==> config.mk <==
export PLATFORM = sky130hd
export DESIGN_NAME = line_pixel_writer
export DESIGN_NICKNAME = d
export VERILOG_FILES = /design/src/rtl/line_draw_pkg.sv /design/src/rtl/line_point_fifo.sv /design/src/rtl/line_pixel_writer.sv
export SDC_FILE = /design/constraint.sdc
export NUM_CORES = 1
export LEC_CHECK = 0
export BUFFER_PORTS_ARGS = -buffer_cell sky130_fd_sc_hd__buf_2
export CAP_MARGIN = 20
export CORE_MARGIN = 1.5
export CORE_UTILIZATION = 60
export CTS_CLUSTER_SIZE = 30
export DETAILED_ROUTE_END_ITERATION = 8
export PLACE_DENSITY = 0.8
export REMOVE_ABC_BUFFERS = 1
export SLEW_MARGIN = 30
export SYNTH_ARGS = -nofsm -noshare
export SYNTH_HDL_FRONTEND = slang
export SYNTH_SLANG_ARGS = --single-unit
export TNS_END_PERCENT = 1
==> constraint.sdc <==
create_clock -name i_clk -period 8.3 [get_ports i_clk]
set_input_delay 1.66 -clock i_clk [delete_from_list [all_inputs] [get_ports i_clk]]
set_output_delay 1.66 -clock i_clk [all_outputs]
set_load 0.005 [all_outputs]
==> src/rtl/line_draw_pkg.sv <==
// Shared definitions for the line-drawing pixel path: default geometry,
// coordinate widths, writer FSM encoding and point FIFO entry sizing.
package line_draw_pkg;

  localparam int unsigned X_COORD_W  = 11;
  localparam int unsigned Y_COORD_W  = 11;
  localparam int unsigned FB_WIDTH   = 640;
  localparam int unsigned FB_HEIGHT  = 480;
  localparam int unsigned ADDR_W     = 19;
  localparam int unsigned COLOR_W    = 8;
  localparam int unsigned FIFO_DEPTH = 8;

  typedef enum logic [1:0] {
    ST_IDLE  = 2'd0,
    ST_FETCH = 2'd1,
    ST_WRITE = 2'd2
  } state_t;

  // FIFO entry is packed MSB-first as {x, y, color, line_end}.
  function automatic int unsigned entry_width(input int unsigned xw,
                                              input int unsigned yw,
                                              input int unsigned cw);
    return xw + yw + cw + 1;
  endfunction

endpackage

==> src/rtl/line_point_fifo.sv <==
// Parameterized synchronous FIFO with combinational head read.
// DEPTH must be a power of two, at least 2; pointers carry an extra wrap bit.
module line_point_fifo #(
  parameter int unsigned WIDTH = 8,
  parameter int unsigned DEPTH = 8
) (
  input  logic             clk,
  input  logic             reset,
  input  logic             push,
  input  logic [WIDTH-1:0] wr_data,
  input  logic             pop,
  output logic [WIDTH-1:0] rd_data,
  output logic             full,
  output logic             empty
);

  localparam int unsigned AW = $clog2(DEPTH);

  logic [AW:0]      wr_ptr;
  logic [AW:0]      rd_ptr;
  logic [WIDTH-1:0] mem [DEPTH];

  assign empty   = (wr_ptr == rd_ptr);
  assign full    = (wr_ptr[AW] != rd_ptr[AW]) && (wr_ptr[AW-1:0] == rd_ptr[AW-1:0]);
  assign rd_data = mem[rd_ptr[AW-1:0]];

  always_ff @(posedge clk) begin
    if (reset) begin
      wr_ptr <= '0;
      rd_ptr <= '0;
    end else begin
      if (push && !full) wr_ptr <= wr_ptr + 1'b1;
      if (pop && !empty) rd_ptr <= rd_ptr + 1'b1;
    end
  end

  always_ff @(posedge clk) begin
    if (push && !full) mem[wr_ptr[AW-1:0]] <= wr_data;
  end

endmodule

==> src/rtl/line_pixel_writer.sv <==
// Retires Bresenham points into the framebuffer port: FIFO, clip, address, write.
// LINE_PIXEL_WRITER_STATS_EN adds saturating write/clip counters.
//
//   state    | meaning
//   ---------+-----------------------------------------------------------
//   ST_IDLE  | nothing held; pops FIFO head as soon as one is present
//   ST_FETCH | held point evaluated: clip check, address/data registered
//   ST_WRITE | o_fb_we high, address/data frozen until i_fb_ack
module line_pixel_writer
  import line_draw_pkg::*;
#(
  parameter int unsigned P_X_COORD_W  = X_COORD_W,
  parameter int unsigned P_Y_COORD_W  = Y_COORD_W,
  parameter int unsigned P_FB_WIDTH   = FB_WIDTH,
  parameter int unsigned P_FB_HEIGHT  = FB_HEIGHT,
  parameter int unsigned P_ADDR_W     = ADDR_W,
  parameter int unsigned P_COLOR_W    = COLOR_W,
  parameter int unsigned P_FIFO_DEPTH = FIFO_DEPTH
) (
  input  logic                   i_clk,
  input  logic                   i_reset,
  input  logic [P_X_COORD_W-1:0] i_x_val,
  input  logic [P_Y_COORD_W-1:0] i_y_val,
  input  logic [P_COLOR_W-1:0]   i_color,
  input  logic                   i_pix_valid,
  input  logic                   i_line_end,
  output logic                   o_pix_ready,
  output logic [P_ADDR_W-1:0]    o_fb_addr,
  output logic [P_COLOR_W-1:0]   o_fb_data,
  output logic                   o_fb_we,
  input  logic                   i_fb_ack,
  output logic                   o_line_done,
`ifdef LINE_PIXEL_WRITER_STATS_EN
  output logic                   o_waiting,
  output logic [31:0]            o_wr_count,
  output logic [31:0]            o_clip_count
`else
  output logic                   o_waiting
`endif
);

  localparam int unsigned ENTRY_W = entry_width(P_X_COORD_W, P_Y_COORD_W, P_COLOR_W);

  state_t                 state, next_state;
  logic                   fifo_full, fifo_empty;
  logic                   push, pop;
  logic [ENTRY_W-1:0]     push_entry, head;
  logic [P_X_COORD_W-1:0] hold_x;
  logic [P_Y_COORD_W-1:0] hold_y;
  logic [P_COLOR_W-1:0]   hold_color;
  logic                   hold_le;
  logic                   clip;
  logic [P_ADDR_W-1:0]    lin_addr;

  assign push       = i_pix_valid && !fifo_full;
  assign push_entry = {i_x_val, i_y_val, i_color, i_line_end};

  line_point_fifo #(
    .WIDTH (ENTRY_W),
    .DEPTH (P_FIFO_DEPTH)
  ) u_fifo (
    .clk     (i_clk),
    .reset   (i_reset),
    .push    (push),
    .wr_data (push_entry),
    .pop     (pop),
    .rd_data (head),
    .full    (fifo_full),
    .empty   (fifo_empty)
  );

  assign o_pix_ready = !fifo_full;
  assign o_fb_we     = (state == ST_WRITE);
  assign o_waiting   = (state == ST_IDLE) && fifo_empty;

  assign clip     = (32'(hold_x) >= P_FB_WIDTH) || (32'(hold_y) >= P_FB_HEIGHT);
  assign lin_addr = P_ADDR_W'(32'(hold_y) * P_FB_WIDTH + 32'(hold_x));

  always_comb begin
    next_state = state;
    pop        = 1'b0;
    case (state)
      ST_IDLE: begin
        if (!fifo_empty) begin
          pop        = 1'b1;
          next_state = ST_FETCH;
        end
      end
      ST_FETCH: next_state = clip ? ST_IDLE : ST_WRITE;
      ST_WRITE: begin
        // Chain straight into the next point so back-to-back writes take 2 cycles.
        if (i_fb_ack) begin
          if (!fifo_empty) begin
            pop        = 1'b1;
            next_state = ST_FETCH;
          end else begin
            next_state = ST_IDLE;
          end
        end
      end
      default: next_state = ST_IDLE;
    endcase
  end

  always_ff @(posedge i_clk) begin
    if (i_reset) begin
      state       <= ST_IDLE;
      hold_x      <= '0;
      hold_y      <= '0;
      hold_color  <= '0;
      hold_le     <= 1'b0;
      o_fb_addr   <= '0;
      o_fb_data   <= '0;
      o_line_done <= 1'b0;
    end else begin
      state       <= next_state;
      o_line_done <= 1'b0;
      if (pop) {hold_x, hold_y, hold_color, hold_le} <= head;
      if (state == ST_FETCH) begin
        if (clip) begin
          o_line_done <= hold_le;
        end else begin
          o_fb_addr <= lin_addr;
          o_fb_data <= hold_color;
        end
      end
      if (state == ST_WRITE && i_fb_ack) o_line_done <= hold_le;
    end
  end

`ifdef LINE_PIXEL_WRITER_STATS_EN
  always_ff @(posedge i_clk) begin
    if (i_reset) begin
      o_wr_count   <= '0;
      o_clip_count <= '0;
    end else begin
      if (state == ST_WRITE && i_fb_ack && o_wr_count != '1)
        o_wr_count <= o_wr_count + 1'b1;
      if (state == ST_FETCH && clip && o_clip_count != '1)
        o_clip_count <= o_clip_count + 1'b1;
    end
  end
`endif

endmodule

==> summary.md, run 1 <==
| Metric | Value |
|---|---|
| Initial DRC count | `about 600` |
| Antenna cells | `0` |
| Most common cell after layout, fill and taps aside | `edfxtp_1` |
| R2R setup slack | `~5.3 ns` |
| Mapped Cells | `740` |
| RSZ-0062 raised after global routing | `false` |
| Ports | `66` |
| Initial Utilization | `between 60 and 70%` |
| Max cap viols | `0` |
| Antenna-violating nets left | `0` |
| Hold Crit Class | `reg -> reg` |
| Post-synthesis sequential area ratio | `70.33%` |
| Clock Sinks | `between 300 and 400` |
| CP Capture Type | `output pin` |
| Via density | `6.110` |
| Die H | `around 150 microns` |
| Layout filler cell count | `1272` |
| Final Wtd Congestion | `around 0.76` |
| First-pass GRT wire length | `approximately 38 mm` |
| # DRC | `0` |
| Largest net degree at the start of global routing | `72` |
| Pwr Total | `4158 uW` |
| Register area | `8835 sq um` |
| Post-synth EDFFs | `~250` |
| Synthesized area | `about 13000 sq um` |
| Cell Rows | `52` |
| Crit path kind | `reg -> out` |
| Area of the die | `roughly 22000 sq um` |
| Hold Buf Count CTS | `0` |
| Inserted Clock Buffers | `30` |
| Crit share post-route | `49.91%` |
| Die W | `between 100 and 150 microns` |
| Final setup viols | `0` |
| Overall Global Routing Usage | `23.00%` |
| P_leak | `0.004743 uW` |
| Vias in the first global route | `6943` |
| CP startpoint kind | `flop` |
| Clock root buffer | `clkbuf_16` |
| Status | `finished, final reports clean` |
| Setup crit end | `o_waiting` |
| Layout Area Growth over Synthesis | `12.27%` |
| Avg Cell Area, Syn | `about 17 sq um` |
| TritonCTS clock tree | `done` |
| Most frequent cells in the layout | `edfxtp_1 (248), dfxtp_1 (66), buf_2 (65)` |
| Final Slew Violations | `0` |
| Initial antenna violation count | `1` |
| Share of layout cells above drive strength 1 | `23.74%` |
| Worst Skew | `0.03288 ns` |
| Port Buffer Count | `65` |
| Ys flop type | `edfxtp_1` |
| Grt ovf | `0` |
| CP Launch Point | `u_fifo.rd_ptr[2]` |
| Resized Gates After CTS | `0` |
| Setup TNS | `0 ns` |
| Peak Freq | `241.4 MHz` |
| Area of the core | `20360 sq um` |
| Worst Path Arrival | `2.48 ns` |
| Critical Path RT | `6.64 ns` |
| Ys async rst share | `0%` |
| Multi-input gate area | `3557 sq um` |
| Max FO, Critical Path | `64` |
| 1st-pass router iterations | `5` |
| Max-slew headroom | `40.72%` |
| Wirelength per Cell | `21.89 microns` |
| Crit Reg-Reg Endpoint | `u_fifo.wr_ptr[3]` |
| Routed Wire Length | `24.17 mm` |
| Nets@finish | `870` |
| Clock latency on the worst-skew pair | `between 0.5 and 0.6 ns` |
| Synth Warn # | `0` |
| Via count | `6745` |
| Post-synthesis cell type count | `46` |
| R2R cell count | `8` |
| HPWL Detailed | `12.87 mm` |
| Setup repair bufs after CTS | `0` |
| Launching point of the worst reg2reg path | `u_fifo.rd_ptr[2]` |
| Max Root-Sink Buffers | `3` |
| Final Hold Fails | `0` |
| Power per cell area | `295.1 nW/um^2` |
| Htree depth | `1` |
| Tightest Pin Transition | `roughly 0.89 ns` |
| Clk slew on worst S/H paths | `0.06 ns` |
| Seq cells post-synth | `317` |
| Minimum clock period | `4.142 ns` |
| VDD IR max | `0.0002110 V` |
==> power by group <==
group	internal [uW]	total [uW]	leakage [uW]	switching, uW
sequential	1830	1920	0.00282	84.9
clock	697	1240	0.000441	546
combinational	436	997	0.00148	562
==> worst max-delay path: stages, from the launching register on <==
cell     delay [ns]
dfxtp_2        0.32
buf_4          0.69
xor2_1         0.24
nor3_2         0.32
nand2_1        0.10
nor3_1         0.14
buf_2          0.14
==> metal layers <==
layer	up-vias	part of all wire [%]	track usage (%)
li1	3038	-	-
met1	3409	41	30.97
met2	237	50	39.04
met3	59	5.3	3.457
met4	2	3.1	7.450
met5	-	0.058	0
==> final cells by class <==
class / count / share of cell area [%]
clock inverters: 9 / 0.3818
inverters: 8 / 0.2131
well taps: 270 / 2.397
multi-input cells: 374 / 25.24
flip-flops and latches: 317 / 62.69
repair buffers: 79 / 3.081
clock buffers: 47 / 5.993
==> cell families after synthesis <==
group                      synth area share (%)
and+or+nand+nor                           4.765
xor gates and xnor gates                  1.605
adders and majority gates                 2.612
muxes                                     13.84
DFF                                       70.33
AOI/OAI and AO/OA                         5.194
buffers and inverters                     1.655
==> state kept, by name (all words and copies together), names as in the netlist <==
register,flops
hold_color,8
o_fb_addr,19
hold_x,11
u_fifo.rd_ptr,4
hold_y,11
u_fifo.mem,248
o_fb_data,8
state,2
hold_le,1
o_line_done,1
u_fifo.wr_ptr,4
==> synthesized netlist by cell type (2+ instances only) <==
master    count  share of area, %
o21ai_0       5              0.20
fa_1          2              0.32
nand2_1      49               1.5
xor2_1       11              0.77
a221oi_1      2              0.14
dfxtp_1      69                11
nand2b_1      3              0.15
ha_1         23               2.3
nand3_1       4              0.16
edfxtp_1    248                59
o21a_1        2              0.12
nand4_1       4              0.20
inv_1         8              0.24
buf_2        15              0.60
mux2i_1      34               2.7
a21oi_1      31               1.2
or3_1         2              0.10
xnor2_1      12              0.84
nor3b_1       3              0.18
nor4_1        2              0.10
a211o_1       2              0.14
nor2_1       54               1.6
clkbuf_1     23              0.69
mux4_2       62                11
a211oi_1     37               2.2
nor2b_1       5              0.25
nor3_1        6              0.24
a21o_1        4              0.24
==> how the worst min path moves through the flow <==
stage             startpoint            end  cells past startpoint
6_report       o_fb_addr[12]  o_fb_addr[12]                      2
3_5_place_dp   o_fb_addr[10]  o_fb_addr[10]                      2
4_1_cts        o_fb_addr[10]  o_fb_addr[10]                      2
3_3_place_gp   o_fb_addr[10]  o_fb_addr[10]                      2
5_1_grt        o_fb_addr[11]  o_fb_addr[11]                      2
2_1_floorplan      hold_x[0]   o_fb_addr[0]                      2
==> per-stage QoR <==
step / setup slack, ns / utilization (%) / hold slack (ns) / instance area [sq um] / instances
4_1_cts: 4.082 / 69.17 / 0.4505 / 14090 / 1104
3_3_place_gp: 4.678 / 64.74 / 0.4346 / 13180 / 1048
6_report: 4.158 / 69.20 / 0.4488 / 14090 / 1104
3_5_place_dp: 4.647 / 64.76 / 0.4438 / 13190 / 1048
5_1_grt: 3.882 / 69.20 / 0.4721 / 14090 / 1104
2_1_floorplan: 2.284 / - / 0.4262 / 12370 / 699
Note: power is estimated with default switching activity, not from simulation.
==> run 2, diff against run 1 <==
CORE_UTILIZATION = 55   (was 60)
PLACE_DENSITY = 0.78   (was 0.8)
clock period = 3.3 ns   (was 8.3 ns; I/O delays follow)
==> run 2 against run 1 <==
Via count is 0.56% lower. Sequential power up 150%. Final cell count is 1.8% higher. Non-clock buffer count increased by 4. Final area is 1.4% higher. Critical path depth grew 3. Power grew to 2.6 times the previous value. Critical endpoint is now o_fb_addr[18]. Highest routed layer unchanged.
==> summary.md, run 2 (same netlist as run 1, synthesis figures left out) <==
| Metric | Value |
|---|---|
| HPWL Detailed | `13.98 mm (was 12.87 mm)` |
| Initial Utilization | `55.78% (was 61.64%)` |
| Ports | `66 (unchanged)` |
| Grt ovf | `0 (unchanged)` |
| Final Slew Violations | `0 (unchanged)` |
| Die H | `154.1 microns (was 147.6 microns)` |
| Layout Area Growth over Synthesis | `13.84% (was 12.27%)` |
| Area of the die | `23740 sq um (was 21800 sq um)` |
| Worst Path Arrival | `3.31 ns (was 2.48 ns)` |
| Share of layout cells above drive strength 1 | `24.70% (was 23.74%)` |
| Minimum clock period | `around 2.9 ns` |
| Overall Global Routing Usage | `21.32% (was 23.00%)` |
| Crit share post-route | `86.83%` |
| Place WS | `0.4777 ns (was 4.647 ns)` |
| Max cap viols | `0 (unchanged)` |
| Clock Sinks | `317 (unchanged)` |
| Cell Rows | `55 (was 52)` |
| Resized Gates After CTS | `0 (unchanged)` |
| Wirelength per Cell | `22.01 microns (was 21.89 microns)` |
| 1st-pass router iterations | `5 (unchanged)` |
| CP Capture Type | `flop (was output pin)` |
| CP startpoint kind | `flop (unchanged)` |
| P_leak | `0.004815 uW (was 0.004743 uW)` |
| Most common cell after layout, fill and taps aside | `edfxtp_1 (unchanged)` |
| Most frequent cells in the layout | `edfxtp_1 (248), dfxtp_1 (66), buf_2 (65) (unchanged)` |
| Setup repair bufs after CTS | `0 (unchanged)` |
| Final Hold Fails | `0 (unchanged)` |
| Htree depth | `1 (unchanged)` |
| Nets@finish | `874 (was 870)` |
| Final Util | `63.50% (was 69.20%)` |
| Hold Crit Class | `in -> reg (was reg -> reg)` |
| Antenna-violating nets left | `0 (unchanged)` |
| Vias in the first global route | `6971 (was 6943)` |
| Port Buffer Count | `65 (unchanged)` |
| Worst Skew | `0.01526 ns (was 0.03288 ns)` |
| Via density | `5.967 (was 6.110)` |
| Via count | `6707 (was 6745)` |
| Max-slew headroom | `38.19% (was 40.72%)` |
| Tightest Pin Transition | `0.9272 ns (was 0.8893 ns)` |
| TritonCTS clock tree | `done (unchanged)` |
| Initial DRC count | `507 (was 604)` |
| Status | `finished, final reports clean (unchanged)` |
| Crit path kind | `reg -> reg (was reg -> out)` |
| Die W | `154.1 microns (was 147.6 microns)` |
| Max FO, Critical Path | `4 (was 64)` |
| Area of the core | `22500 sq um (was 20360 sq um)` |
| Clock latency on the worst-skew pair | `0.56 ns (about the same)` |
| Largest net degree at the start of global routing | `66 (was 72)` |
| Final setup viols | `0 (unchanged)` |
| Clock root buffer | `clkbuf_16 (unchanged)` |
| Initial antenna violation count | `2 (was 1)` |
| Inserted Clock Buffers | `30 (unchanged)` |
| VDD IR max | `0.0005325 V (was 0.0002110 V)` |
| Setup ws final | `0.4345 ns (was 4.158 ns)` |
| Final Wtd Congestion | `0.8080 (was 0.7643)` |
| First-pass GRT wire length | `38.43 mm (was 37.89 mm)` |
| Hold Buf Count CTS | `0 (unchanged)` |
| RSZ-0062 raised after global routing | `false (unchanged)` |
| Critical Path RT | `3.74 ns (was 6.64 ns)` |
| Max Root-Sink Buffers | `3 (unchanged)` |
| Clk slew on worst S/H paths | `0.06 ns (about the same)` |
| Largest register FFs | `248 (unchanged)` |
| Peak Freq | `349.0 MHz` |
| # DRC | `0 (unchanged)` |
| Power per cell area | `757.7 nW/um^2 (was 295.1 nW/um^2)` |
| Routed Wire Length | `24.74 mm (was 24.17 mm)` |
## run 2: changes by cell type in the layout (fill, tap and decap cells not counted), sizes merged
cell	change
clkbuf	-10
buf	+4
bufinv	+4
clkinv	+3
clkinvlp	+3
diode	+1
## run 2: path summary, 6_finish.rpt
check	endpoint	slack, ns	depth (start not counted)	from
max	o_fb_addr[18]	0.43	9	hold_y[1]
min	u_fifo.mem[3][11]	0.36	1	i_y_val[2]
max reg2reg	o_fb_addr[18]	0.43	9	hold_y[1]
min reg2reg	o_fb_addr[3]	0.45	2	o_fb_addr[3]
## run 2: layout make-up
cell class | instances | area [sq um]
timing repair buffer | 83 | 473.0
sequential | 317 | 8835
fill | 1563 | 8214
inverter | 8 | 30.03
tap | 285 | 356.6
clock inverter | 19 | 219.0
multi-input combinational | 374 | 3576
clock buffer | 37 | 797.0
antenna | 1 | 2.502
## run 2: stage by stage
| step | std cells | total power, uW | cell area [sq um] | hold WS [ns] | setup TNS, ns |
|---|---|---|---|---|---|
| 3_5_place_dp | 1067 | 7456 | 13270 | 0.4470 | 0 |
| 5_1_grt | 1124 | 11330 | 14290 | 0.3547 | 0 |
| 6_report | 1124 | 10830 | 14290 | 0.3625 | 0 |
| 3_3_place_gp | 1067 | 7354 | 13270 | 0.4375 | 0 |
| 4_1_cts | 1123 | 10900 | 14290 | 0.3394 | 0 |
| 2_1_floorplan | 699 | 6762 | 12370 | 0.4262 | -572.40 |
## run 2: where the power goes
group	internal, uW	total, uW	switching, uW	leakage [uW]
clock network	2030	3450	1420	0.000490
logic	1120	2570	1450	0.00151
registers	4610	4800	192	0.00282
## run 2: metal layers
layer	track usage [%]	routed length (microns)	vias to the layer above
li1	-	-	3048
met1	27.52	9897	3378
met2	37.49	12710	234
met3	3.382	1509	45
met4	6.426	610	2
met5	0	13	-
## run 2: worst max-delay path, stage by stage, from the launching register on
cell and delay (ns):
dfxtp_1 0.34, ha_1 0.30, ha_1 0.23, fa_1 0.42, a211o_1 0.33, a21o_1 0.20, a311o_1 0.37, xnor2_1 0.20
nor3_1 0.07, a211o_1 0.31
==> run 3, diff against run 2 <==
CTS_BUF_LIST = sky130_fd_sc_hd__clkbuf_8 sky130_fd_sc_hd__clkbuf_16   (was default)
==> run 3 against run 2 <==
Worst setup slack better by 0.00070 ns. Clock power about the same. First-iteration DRC count up 0.20%. Largest cell class unchanged. Clock skew about the same.
==> summary.md, run 3 (same netlist as run 1, synthesis figures left out) <==
| Metric | Value |
|---|---|
| Nets@finish | `874 (unchanged)` |
| Via count | `6721 (was 6707)` |
| P_leak | `0.004836 uW (was 0.004815 uW)` |
| Wirelength per Cell | `22.05 microns (was 22.01 microns)` |
| Multi-input gate area | `3576 sq um (unchanged)` |
| Area of the die | `23740 sq um (unchanged)` |
| Overall Global Routing Usage | `21.32% (unchanged)` |
| Area of the core | `22500 sq um (unchanged)` |
| VDD IR max | `0.0005333 V (was 0.0005325 V)` |
| Layout filler cell count | `1563 (unchanged)` |
| Max Root-Sink Buffers | `3 (unchanged)` |
| Antenna-violating nets left | `0 (unchanged)` |
| CP startpoint kind | `flop (unchanged)` |
| Most frequent cells in the layout | `edfxtp_1 (248), dfxtp_1 (66), buf_2 (65) (unchanged)` |
| 1st-pass router iterations | `5 (unchanged)` |
| Final Wtd Congestion | `0.8080 (unchanged)` |
| Critical path buffers and inverters | `0 (unchanged)` |
| Crit path kind | `reg -> reg (unchanged)` |
| Final Hold Fails | `0 (unchanged)` |
| Clk slew on worst S/H paths | `0.06 ns (about the same)` |
| Cell family with the largest share of critical-path delay | `compound AO/OA/AOI/OAI gates (unchanged)` |
| Pwr Total | `10810 uW (was 10830 uW)` |
| Routed Wire Length | `24.79 mm (was 24.74 mm)` |
| Initial DRC count | `508 (was 507)` |
| Clock latency on the worst-skew pair | `0.56 ns (about the same)` |
| RSZ-0062 raised after global routing | `false (unchanged)` |
| Max cap viols | `0 (unchanged)` |
| Clock Sinks | `317 (unchanged)` |
| Initial antenna violation count | `2 (unchanged)` |
| Inst Count DP | `1067 (unchanged)` |
| Cell Rows | `55 (unchanged)` |
| Port Buffer Count | `65 (unchanged)` |
| Max FO, Critical Path | `4 (unchanged)` |
| Tightest Pin Transition | `0.9289 ns (was 0.9272 ns)` |
| Htree depth | `1 (unchanged)` |
| Minimum clock period | `2.865 ns (was 2.866 ns)` |
| Vias in the first global route | `6971 (unchanged)` |
| Die H | `154.1 microns (unchanged)` |
| Inserted Clock Buffers | `30 (unchanged)` |
| Final Slew Violations | `0 (unchanged)` |
| Layout Cells excl Fill | `1124 (unchanged)` |
| Register area | `8835 sq um (unchanged)` |
| Setup repair bufs after CTS | `0 (unchanged)` |
| Final Util | `63.50% (unchanged)` |
| TritonCTS clock tree | `done (unchanged)` |
| Worst Skew | `0.01489 ns (was 0.01526 ns)` |
| Largest net degree at the start of global routing | `66 (unchanged)` |
| Clock root buffer | `clkbuf_16 (unchanged)` |
| Hold Buf Count CTS | `0 (unchanged)` |
| # DRC | `0 (unchanged)` |
| Critical Path RT | `3.75 ns (was 3.74 ns)` |
| Grt ovf | `0 (unchanged)` |
| Max-slew headroom | `38.08% (was 38.19%)` |
| Ports | `66 (unchanged)` |
| Max incr delay on CP | `0.43 ns (was 0.42 ns)` |
| Final setup viols | `0 (unchanged)` |
| Slowest-stage cell, CP | `fa_1 (unchanged)` |
| Resized Gates After CTS | `0 (unchanged)` |
| HPWL Detailed | `13.98 mm (unchanged)` |
| Critical Path, Cell by Cell | `ha_1 > ha_1 > fa_1 > a211o_1 > a21o_1 > a311o_1 > xnor2_1 > nor3_1 > a211o_1 (unchanged)` |
| CP Capture Type | `flop (unchanged)` |
| Worst Path Arrival | `3.31 ns (about the same)` |
| Crit share post-route | `86.81% (was 86.83%)` |
| Peak Freq | `349.1 MHz (was 349.0 MHz)` |
| Power per cell area | `756.8 nW/um^2 (was 757.7 nW/um^2)` |
| Via density | `5.980 (was 5.967)` |
| Share of layout cells above drive strength 1 | `24.70% (unchanged)` |
| Setup ws final | `0.4352 ns (was 0.4345 ns)` |
| Hold Crit Class | `in -> reg (unchanged)` |
| Layout Area Growth over Synthesis | `13.84% (unchanged)` |
| Initial Utilization | `55.78% (unchanged)` |
| Place WS | `0.4777 ns (unchanged)` |
| Most common cell after layout, fill and taps aside | `edfxtp_1 (unchanged)` |
| Status | `finished, final reports clean (unchanged)` |
| Largest register FFs | `248 (unchanged)` |
| Die W | `154.1 microns (unchanged)` |
| First-pass GRT wire length | `38.43 mm (unchanged)` |
[run 3: metrics by stage]
stage	TNS (ns)	hold slack (ns)	instance area, sq um
after global routing	0	0.3547	14290
final	0	0.3642	14290
after CTS	0	0.3394	14290
after global placement	0	0.4375	13270
after floorplan	-572.40	0.4262	12370
after detailed placement	0	0.4470	13270
[run 3: cell type report]
type	instances	share of cell area (%)
Tap cell	285	2.496
Antenna cell	1	0.01751
Clock inverter	24	1.664
Sequential cell	317	61.83
Clock buffer	32	5.447
Multi-Input combinational cell	374	25.03
Timing Repair Buffer	83	3.310
Inverter	8	0.2102
[run 3: final timing paths]
| path | cells past startpoint | endpoint | slack, ns | startpoint |
|---|---|---|---|---|
| max reg2reg | 9 | o_fb_addr[18] | 0.44 | hold_y[1] |
| max | 9 | o_fb_addr[18] | 0.44 | hold_y[1] |
| min reg2reg | 2 | o_fb_addr[3] | 0.45 | o_fb_addr[3] |
| min | 1 | u_fifo.mem[3][11] | 0.36 | i_y_val[2] |
[run 3: layer usage]
layer  global-route usage, %  routed length [microns]
met1                   27.52                     9917
met2                   37.49                    12770
met3                   3.382                     1459
met4                   6.426                      627
met5                       0                       13
[run 3: power by group]
part	leakage (uW)	total [uW]	switching (uW)	internal, uW
combinational	0.00151	2570	1450	1120
sequential	0.00282	4800	192	4610
clock	0.000510	3440	1420	2020
total	0.00484	10800	3070	7750
